===== src/rtl/ddr_rx_align_ctrl_if.sv =====
// Word delivery channel from the alignment controller to the receive-side
// consumer: aligned data plus a valid/ready handshake.
interface ddr_rx_align_ctrl_if #(
  parameter int WORD_W = 8
);
  logic [WORD_W-1:0] word_data;
  logic              word_valid;
  logic              word_ready;

  // Controller side: drives data/valid, observes ready.
  modport master (
    output word_data,
    output word_valid,
    input  word_ready
  );

  // Consumer side: observes data/valid, drives ready.
  modport slave (
    input  word_data,
    input  word_valid,
    output word_ready
  );
endinterface


===== src/rtl/ddr_rx_align_ctrl.sv =====
// IDDR sequencing and word-alignment controller.
// Owns the IDDR reset/clock-enable, trains on a sync word by bit-slipping a
// capture window over a 2*WORD_W bit history, then streams aligned words
// over a valid/ready channel with single-word buffering and sticky overflow.
module ddr_rx_align_ctrl #(
  parameter int              WORD_W     = 8,
  parameter logic [WORD_W-1:0] SYNC_WORD  = 8'hA5,
  parameter int              LOCK_COUNT = 4,
  parameter int              TIMEOUT    = 64
) (
  input  logic                      clk_in,
  input  logic                      reset_n,
  input  logic                      start,
  input  logic                      iddr_q1,
  input  logic                      iddr_q2,
  output logic                      iddr_ce,
  output logic                      iddr_rst,
  output logic                      locked,
  output logic                      train_fail,
  output logic                      overflow,
  output logic [$clog2(WORD_W)-1:0] slip_offs,
  ddr_rx_align_ctrl_if.master       word_if
);

  localparam int HALF       = WORD_W / 2;
  localparam int PH_W       = $clog2(HALF);
  localparam int SLIP_W     = $clog2(WORD_W);
  localparam int CNT_W      = $clog2(WORD_W);
  localparam int ATT_W      = $clog2(TIMEOUT + 1);
  localparam int MATCH_W    = $clog2(LOCK_COUNT + 1);
  localparam int HIST_W     = 2 * WORD_W - 2;
  localparam int RST_CYCLES = 4;

  typedef enum logic [2:0] {
    S_IDLE,
    S_RST,
    S_FLUSH,
    S_SEARCH,
    S_VERIFY,
    S_LOCKED,
    S_FAIL
  } state_t;

  state_t               state;
  logic [HIST_W-1:0]    hist;       // older bits; the two oldest of the full window are never needed again
  logic [PH_W-1:0]      phase;
  logic [CNT_W-1:0]     cnt;        // cycle counter for RST and FLUSH
  logic [MATCH_W-1:0]   match_cnt;
  logic [ATT_W-1:0]     attempts;

  logic [2*WORD_W-1:0]  cap_word;   // full window including this cycle's two bits
  logic [WORD_W-1:0]    candidate;
  logic                 boundary;
  logic                 restart;
  logic [SLIP_W-1:0]    slip_next;

  assign cap_word  = {hist, iddr_q1, iddr_q2};
  // Window starts slip_offs bits after the oldest bit; MSB is the earliest bit.
  assign candidate = WORD_W'(cap_word >> (WORD_W - int'(slip_offs)));
  assign boundary  = iddr_ce && (phase == PH_W'(HALF - 1));
  assign restart   = start && (state == S_IDLE || state == S_LOCKED || state == S_FAIL);
  assign slip_next = (slip_offs == SLIP_W'(WORD_W - 1)) ? '0 : slip_offs + 1'b1;

  // Capture path: shift in both IDDR bits and track the word phase while enabled.
  always_ff @(posedge clk_in or negedge reset_n) begin
    if (!reset_n) begin
      // NOTE: the bit history is cleared on reset so the first candidates after
      // power-up are deterministic rather than X; FLUSH overwrites it anyway.
      hist  <= '0;
      phase <= '0;
    end else begin
      // NOTE: non-blocking assignments so every register samples pre-edge values.
      if (iddr_ce) begin
        hist  <= cap_word[HIST_W-1:0];
        phase <= (phase == PH_W'(HALF - 1)) ? '0 : phase + 1'b1;
      end
      if (state == S_RST) begin
        phase <= '0;
      end
    end
  end

  // Training FSM with registered IDDR controls, status flags and word output.
  always_ff @(posedge clk_in or negedge reset_n) begin
    if (!reset_n) begin
      state              <= S_IDLE;
      cnt                <= '0;
      match_cnt          <= '0;
      attempts           <= '0;
      slip_offs          <= '0;
      iddr_rst           <= 1'b1;
      iddr_ce            <= 1'b0;
      locked             <= 1'b0;
      train_fail         <= 1'b0;
      overflow           <= 1'b0;
      word_if.word_data  <= '0;
      word_if.word_valid <= 1'b0;
    end else if (restart) begin
      state              <= S_RST;
      cnt                <= '0;
      match_cnt          <= '0;
      attempts           <= '0;
      slip_offs          <= '0;
      overflow           <= 1'b0;
      iddr_rst           <= 1'b1;
      iddr_ce            <= 1'b0;
      locked             <= 1'b0;
      train_fail         <= 1'b0;
      word_if.word_valid <= 1'b0;
    end else begin
      case (state)
        S_IDLE: begin
          iddr_rst <= 1'b1;
          iddr_ce  <= 1'b0;
        end

        S_RST: begin
          if (cnt == CNT_W'(RST_CYCLES - 1)) begin
            state    <= S_FLUSH;
            cnt      <= '0;
            iddr_rst <= 1'b0;
            iddr_ce  <= 1'b1;
          end else begin
            cnt <= cnt + 1'b1;
          end
        end

        S_FLUSH: begin
          if (cnt == CNT_W'(WORD_W - 1)) begin
            state <= S_SEARCH;
            cnt   <= '0;
          end else begin
            cnt <= cnt + 1'b1;
          end
        end

        S_SEARCH: begin
          if (boundary) begin
            if (candidate == SYNC_WORD) begin
              match_cnt <= MATCH_W'(1);
              if (LOCK_COUNT == 1) begin
                state  <= S_LOCKED;
                locked <= 1'b1;
              end else begin
                state <= S_VERIFY;
              end
            end else begin
              slip_offs <= slip_next;
              attempts  <= attempts + 1'b1;
              if (attempts == ATT_W'(TIMEOUT - 1)) begin
                state      <= S_FAIL;
                train_fail <= 1'b1;
                iddr_rst   <= 1'b1;
                iddr_ce    <= 1'b0;
              end
            end
          end
        end

        S_VERIFY: begin
          if (boundary) begin
            if (candidate == SYNC_WORD) begin
              match_cnt <= match_cnt + 1'b1;
              if (match_cnt == MATCH_W'(LOCK_COUNT - 1)) begin
                state  <= S_LOCKED;
                locked <= 1'b1;
              end
            end else begin
              match_cnt <= '0;
              slip_offs <= slip_next;
              state     <= S_SEARCH;
            end
          end
        end

        S_LOCKED: begin
          // Consumer still holding a word: keep it, drop any new one.
          if (word_if.word_valid && !word_if.word_ready) begin
            if (boundary) begin
              overflow <= 1'b1;
            end
          end else if (boundary) begin
            word_if.word_data  <= candidate;
            word_if.word_valid <= 1'b1;
          end else if (word_if.word_valid) begin
            word_if.word_valid <= 1'b0;
          end
        end

        S_FAIL: begin
          iddr_rst <= 1'b1;
          iddr_ce  <= 1'b0;
        end

        default: begin
          state <= S_IDLE;
        end
      endcase
    end
  end

endmodule

===== src/flat_wrapper.sv =====
// flat-port wrapper written by rule: the top's interface ports become plain ports
module ddr_rx_align_ctrl_flat 
#(
  parameter int              WORD_W     = 8,
  parameter logic [WORD_W-1:0] SYNC_WORD  = 8'hA5,
  parameter int              LOCK_COUNT = 4,
  parameter int              TIMEOUT    = 64
)
  (clk_in, reset_n, start, iddr_q1, iddr_q2, iddr_ce, iddr_rst, locked, train_fail, overflow, slip_offs, word_if_word_data, word_if_word_valid, word_if_word_ready);
  ddr_rx_align_ctrl_if #(.WORD_W(WORD_W)) word_if_i ();
  input  logic clk_in;
  input  logic reset_n;
  input  logic start;
  input  logic iddr_q1;
  input  logic iddr_q2;
  output logic iddr_ce;
  output logic iddr_rst;
  output logic locked;
  output logic train_fail;
  output logic overflow;
  output logic [$clog2(WORD_W)-1:0] slip_offs;
  output wire logic [$bits(word_if_i.word_data)-1:0] word_if_word_data;
  output wire logic [$bits(word_if_i.word_valid)-1:0] word_if_word_valid;
  input wire logic [$bits(word_if_i.word_ready)-1:0] word_if_word_ready;
  assign word_if_word_data = word_if_i.word_data;
  assign word_if_word_valid = word_if_i.word_valid;
  assign word_if_i.word_ready = word_if_word_ready;
  ddr_rx_align_ctrl #(.WORD_W(WORD_W), .SYNC_WORD(SYNC_WORD), .LOCK_COUNT(LOCK_COUNT), .TIMEOUT(TIMEOUT)) u_core (.clk_in(clk_in), .reset_n(reset_n), .start(start), .iddr_q1(iddr_q1), .iddr_q2(iddr_q2), .iddr_ce(iddr_ce), .iddr_rst(iddr_rst), .locked(locked), .train_fail(train_fail), .overflow(overflow), .slip_offs(slip_offs), .word_if(word_if_i));
endmodule

===== config.mk =====
export PLATFORM = sky130hd
export DESIGN_NAME = ddr_rx_align_ctrl_flat
export DESIGN_NICKNAME = d
export VERILOG_FILES = /design/src/rtl/ddr_rx_align_ctrl_if.sv /design/src/rtl/ddr_rx_align_ctrl.sv /design/src/flat_wrapper.sv
export SDC_FILE = /design/constraint.sdc
export NUM_CORES = 1
export LEC_CHECK = 0
export BUFFER_PORTS_ARGS = -buffer_cell sky130_fd_sc_hd__buf_2
export CAP_MARGIN = 5
export CORE_MARGIN = 8
export CORE_UTILIZATION = 30
export CTS_BUF_LIST = sky130_fd_sc_hd__clkbuf_16
export CTS_CLUSTER_DIAMETER = 150
export DETAILED_ROUTE_END_ITERATION = 8
export HOLD_SLACK_MARGIN = 0.03
export PLACE_DENSITY = 0.56
export SETUP_SLACK_MARGIN = 0.1
export SYNTH_ARGS = -nofsm -noshare
export SYNTH_HDL_FRONTEND = slang
export SYNTH_SLANG_ARGS = --single-unit

===== constraint.sdc =====
create_clock -name clk_in -period 5.2 [get_ports clk_in]
set_clock_uncertainty 0.15 [all_clocks]
set_input_delay 1.04 -clock clk_in [delete_from_list [all_inputs] [get_ports clk_in]]
set_output_delay 1.04 -clock clk_in [all_outputs]
set_load 0.01 [all_outputs]

# ---- Word-level counts from Yosys, hierarchy flattened
# Index checks and enable logic that the tools add are counted.
dict set report word_totals {
  in_bits 6
  out_inout_bits 17
  register_bits 49
  word_cells 140
}
dict set report op_classes {
  eq_ne 25
  reduce_logical 33
  muxes 59
  bitwise_logic 2
  addsub 6
  shifts 1
}
# cell n
set ops {}
lappend ops {{$mux W3} 22}
lappend ops {{$shr A16 B32 Y8} 1}
lappend ops {{$mux W7} 4}
lappend ops {{$mux W1} 25}
lappend ops {{$reduce_bool A2 Y1} 10}
lappend ops {{$reduce_and A4 Y1} 4}
lappend ops {{$eq A3 B3 Y1 const B} 5}
lappend ops {{$ne A3 B1 Y1 const B} 5}
lappend ops {{$pmux W3 S5} 1}
lappend ops {{$eq A3 B2 Y1 const B} 4}
lappend ops {{$pmux W3 S2} 2}
lappend ops {{$add A3 B1 Y3 const B} 3}
lappend ops {{$reduce_and A3 Y1} 3}
lappend ops {{$eq A8 B8 Y1 const B} 1}
lappend ops {{$add A7 B1 Y7 const B} 1}
lappend ops {{$eq A7 B6 Y1 const B} 1}
lappend ops {{$reduce_and A7 Y1} 1}
lappend ops {{$mux W2} 3}
lappend ops {{$ne A2 B1 Y1 const B} 3}
lappend ops {{$ne A3 B2 Y1 const B} 2}
lappend ops {{$pmux W1 S3} 2}
lappend ops {{$reduce_bool A3 Y1} 2}
lappend ops {{$reduce_and A5 Y1} 1}
lappend ops {{$sub A4 B3 Y5 const A} 1}
lappend ops {{other kinds (14)} 19}

# ---- Logic depth before layout (Yosys ltp)
dict set report logic_depth {
  ltp_word 7
  depth_mapped 15
  ltp_nobuf 10
}

# ---- Worst setup path after synthesis
# No wires, ideal clock.
dict set report synth_timing {
  kind {register -> register}
  startpoint {reg u_core.slip_offs[0]}
  endpoint {reg u_core.attempts[5]}
  stages_incl_launch_ff 12
  path_buffers 2
  period_less_slack_ns 3.287
  setup_time_ns 0.078
  required_ns 4.972
  arrival_ns 3.059
  path_slack_ns 1.913
  cell_sequence {dfrtp_1 > inv_1 > buf_2 > ha_1 > buf_6 > mux2_4 > a221o_1 > a311o_1 > nand4_2 > nor2_4 > or4_1 > a21oi_1}
}
dict set report synth_via {
  elab_chain_len 5
}
# element line
set synth_rtl {}
lappend synth_rtl {{start: declaration} ddr_rx_align_ctrl.sv:21} ;# output logic [$clog2(WORD_W)-1:0] slip_offs,
lappend synth_rtl {{start signal: assignment} ddr_rx_align_ctrl.sv:148} ;# slip_offs <= slip_next;
lappend synth_rtl {{start signal: assignment} ddr_rx_align_ctrl.sv:170} ;# slip_offs <= slip_next;
lappend synth_rtl {{$sub A4 B3 Y5} ddr_rx_align_ctrl.sv:59} ;# assign candidate = WORD_W'(cap_word >> (WORD_W - int'(slip_offs)));
lappend synth_rtl {{$shr A16 B32 Y8} ddr_rx_align_ctrl.sv:59}
lappend synth_rtl {{$eq A8 B8 Y1} ddr_rx_align_ctrl.sv:139} ;# if (candidate == SYNC_WORD) begin
lappend synth_rtl {{$ne A2 B1 Y1 (no source line)} n/a}
lappend synth_rtl {{$reduce_and A3 Y1 (no source line)} n/a}
lappend synth_rtl {{end signal: assignment} ddr_rx_align_ctrl.sv:149} ;# attempts <= attempts + 1'b1;
lappend synth_rtl {{end: declaration} ddr_rx_align_ctrl.sv:49} ;# logic [ATT_W-1:0] attempts;
# Every way passes these cells.
# A chain may end at the register's enable or synchronous reset.

# ---- Worst setup path after layout
dict set report layout_timing {
  startpoint {reg u_core.slip_offs[1]}
  endpoint {reg u_core.attempts[5]}
}
# Same word-level chain as after synthesis.

==> results_dict.tcl <==
set metrics [dict create \
    status "completed" \
    worst_pin_slew_ps 851 \
    final_area_um2 3680 \
    synth.net_count 359 \
    hold_path_class "reg -> reg" \
    io_pins 23 \
    synth_top_area_cell "dfrtp_1" \
    clockBufferDepth 2 \
    slew_headroom_pct 43.0 \
    grt_max_degree 50 \
    post_cts_buffers 0 \
    netlist_instances 342 \
    root_buffer "clkbuf_16" \
    fp.dieH_um 121 \
    gr-total-overflow 0 \
    p_per_area_nw_per_um2 634 \
    crit_chain "inv_1 -> ha_1 -> buf_12 -> mux2_4 -> a221o_1 -> a311o_1 -> nand4_2 -> nor2_4 -> or4_1 -> a21oi_1" \
    drt_pass1_iterations 5 \
    design.core.area_um2 10800 \
    cts_sinks 49 \
    synth_common_cells "48 x dfrtp_1, 33 x nor2_1, 26 x mux2_2, 22 x nand2_1, 21 x mux2i_1" \
    drt_iter0_drc 102 \
    multi_input_area_um2 1910 \
    slew_violations 0 \
    grt_pass1_wl_um 14000 \
    startpoint_type "flop" \
    port_buffers 22 \
    routed_via_density 5.62 \
    syn-cell-area_um2 3310 \
    drc 0 \
    ys_ff_latch 49 \
    timing.hold.ws_ps 353 \
    post-route-min-period_ps 3700 \
    synth-seq-area-share_pct 37.1 \
    worstSetupPathType "reg -> reg" \
    hpwl_um 6020 \
    htreeDepth 2 \
    cts_tree "yes" \
    placed_cell_area_um2 3510 \
    worst_path_largest_cell_delay_ps 640 \
    yosysWarnings 0 \
    max_freq_mhz 270 \
    cp.required_ps 5260 \
    dp.cells 487 \
    ys.flop_type "dfrtp_1" \
    final_util_pct 34.1 \
    path_max_fanout 17 \
    die_w_um 121 \
    ant_nets 0 \
    arrival_ps 3760 \
    setup_viol_count_final 0 \
    syn2layout_area_growth_pct 11.3 \
    wl_um 8390 \
    totalPowerFinal_mw 2.34 \
    place_ws_ps 1540 \
    tns_ps 0 \
    numCtsBuffers 5 \
    n_antenna_cell 0 \
    synth_area_leaders "dfrtp_1 36%, mux2_2 8.9%, mux2i_1 6.4%, ha_1 4.2%, nor2_1 3.7%" \
    cp-end-kind "flop" \
    drive_above_1_share_pct 20.8 \
    antenna_found_initial 0 \
    num-nets-final 371 \
    grt.total_usage_pct 11.7 \
    leakagePower_nw 1.56 \
    yosysMostFrequentCell "dfrtp_1" \
    synth_cell_types 65 \
    clkTransAtPathRegs_ps 70 \
    syn_area_per_cell_um2 9.67 \
    dieArea_um2 14600 \
    path_buf_inv 2 \
    grt_pass1_vias 2781 \
    slowest_stage "ha_1" \
    layoutNonFillerInstCount 495 \
    insertion_delay_ps 290 \
    start_util_pct 30.7 \
    row_count 38 \
    post_cts_resized 0 \
    maxCapViolCount 0 \
    num-fill-cells 1094 \
    ir_worst_vdd_mv 0.267 \
    synth-edff-count 0 \
    yosysTopAreaCellShare_pct 36.3 \
    fin_ws_ps 1500 \
    crit_family "compound AO/OA/AOI/OAI gates" \
    wire_per_inst_um 17.0 \
    finalHoldViolations 0 \
    globalplace.congestion 0.891 \
    postCtsHoldBufs 0 \
    seqCellArea_um2 1230 \
    final_min_period_over_clock_period_pct 71.1 \
    vias 2781 \
    async_flop_share_pct 100 \
    rsz0062_at_grt "no" \
]
[state kept, by name (all words and copies together), names as in the netlist, 2 cells and up]
register,cells
u_core.cnt,3
u_core.state,3
u_core.phase,2
u_core.attempts,7
u_core.match_cnt,3
u_core.slip_offs,3
u_core.word_if.word_data,8
u_core.hist,14
[cell type report]
cell class	instances	area share, %
Inverter	12	1.22
Timing Repair Buffer	26	4.14
Clock inverter	3	1.19
Clock buffer	5	3.40
Sequential cell	49	33.3
Multi-Input combinational cell	260	52.0
Tap cell	140	4.76
[kinds of logic (layout without fill, tap and decap cells)]
family / Yosys count / count (layout) / share of synthesized area [%]
AND/OR/NAND/NOR: 109 / 109 / 16.4
AO/OA/AOI/OAI: 83 / 83 / 17.3
multiplexers: 54 / 54 / 19.2
flip-flops: 49 / 49 / 37.1
buffers and inverters: 33 / 46 / 5.03
adder cells (fa/ha/maj): 11 / 11 / 4.16
XOR/XNOR: 3 / 3 / 0.794
[placed cells by master, fill, tap and decap left out, drive strengths merged, types with 5 or more instances in the layout]
cell type,netlist,layout
inv,11,12
nor3,6,6
o211ai,5,5
dfrtp,48,48
o22ai,8,8
buf,15,26
a22oi,5,5
a21oi,13,13
ha,11,11
mux2i,21,21
clkbuf,6,5
mux2,29,29
o21ai,15,15
a31oi,5,5
nand2,22,22
nor2,35,35
nand3,18,18
nor2b,5,5
[worst register-to-register path, stage by stage (launching register included)]
cell and delay [ps]:
dfrtp_1 480, inv_1 100, ha_1 640, buf_12 230, mux2_4 320, a221o_1 350
a311o_1 380, nand4_2 180, nor2_4 110, or4_1 510, a21oi_1 160
[worst paths after layout]
path | cells past startpoint | end | slack [ps] | from
worst max-delay path | 10 | u_core.attempts[5] | 1500 | u_core.slip_offs[1]
worst min-delay path | 2 | u_core.iddr_rst | 350 | u_core.iddr_rst
worst max register to register | 10 | u_core.attempts[5] | 1500 | u_core.slip_offs[1]
worst min register to register | 2 | u_core.iddr_rst | 350 | u_core.iddr_rst
max in group asynchronous | 2 | u_core.hist[5] | 3760 | reset_n
min in group asynchronous | 2 | u_core.locked | 710 | reset_n
[metal layers]
| layer | GRT usage (%) | share of wire [%] |
|---|---|---|
| met1 | 15.1 | 44 |
| met4 | 4.22 | 1.7 |
| met3 | 2.33 | 5.2 |
| met5 | 0 | 0 |
| met2 | 19.1 | 49 |
[report_power, final]
group          internal (mW)  switching [mW]
Combinational          0.591           0.741
Clock                  0.228           0.151
Sequential             0.481           0.142
Total                   1.30            1.03
Note: power is estimated with default switching activity, not from simulation.
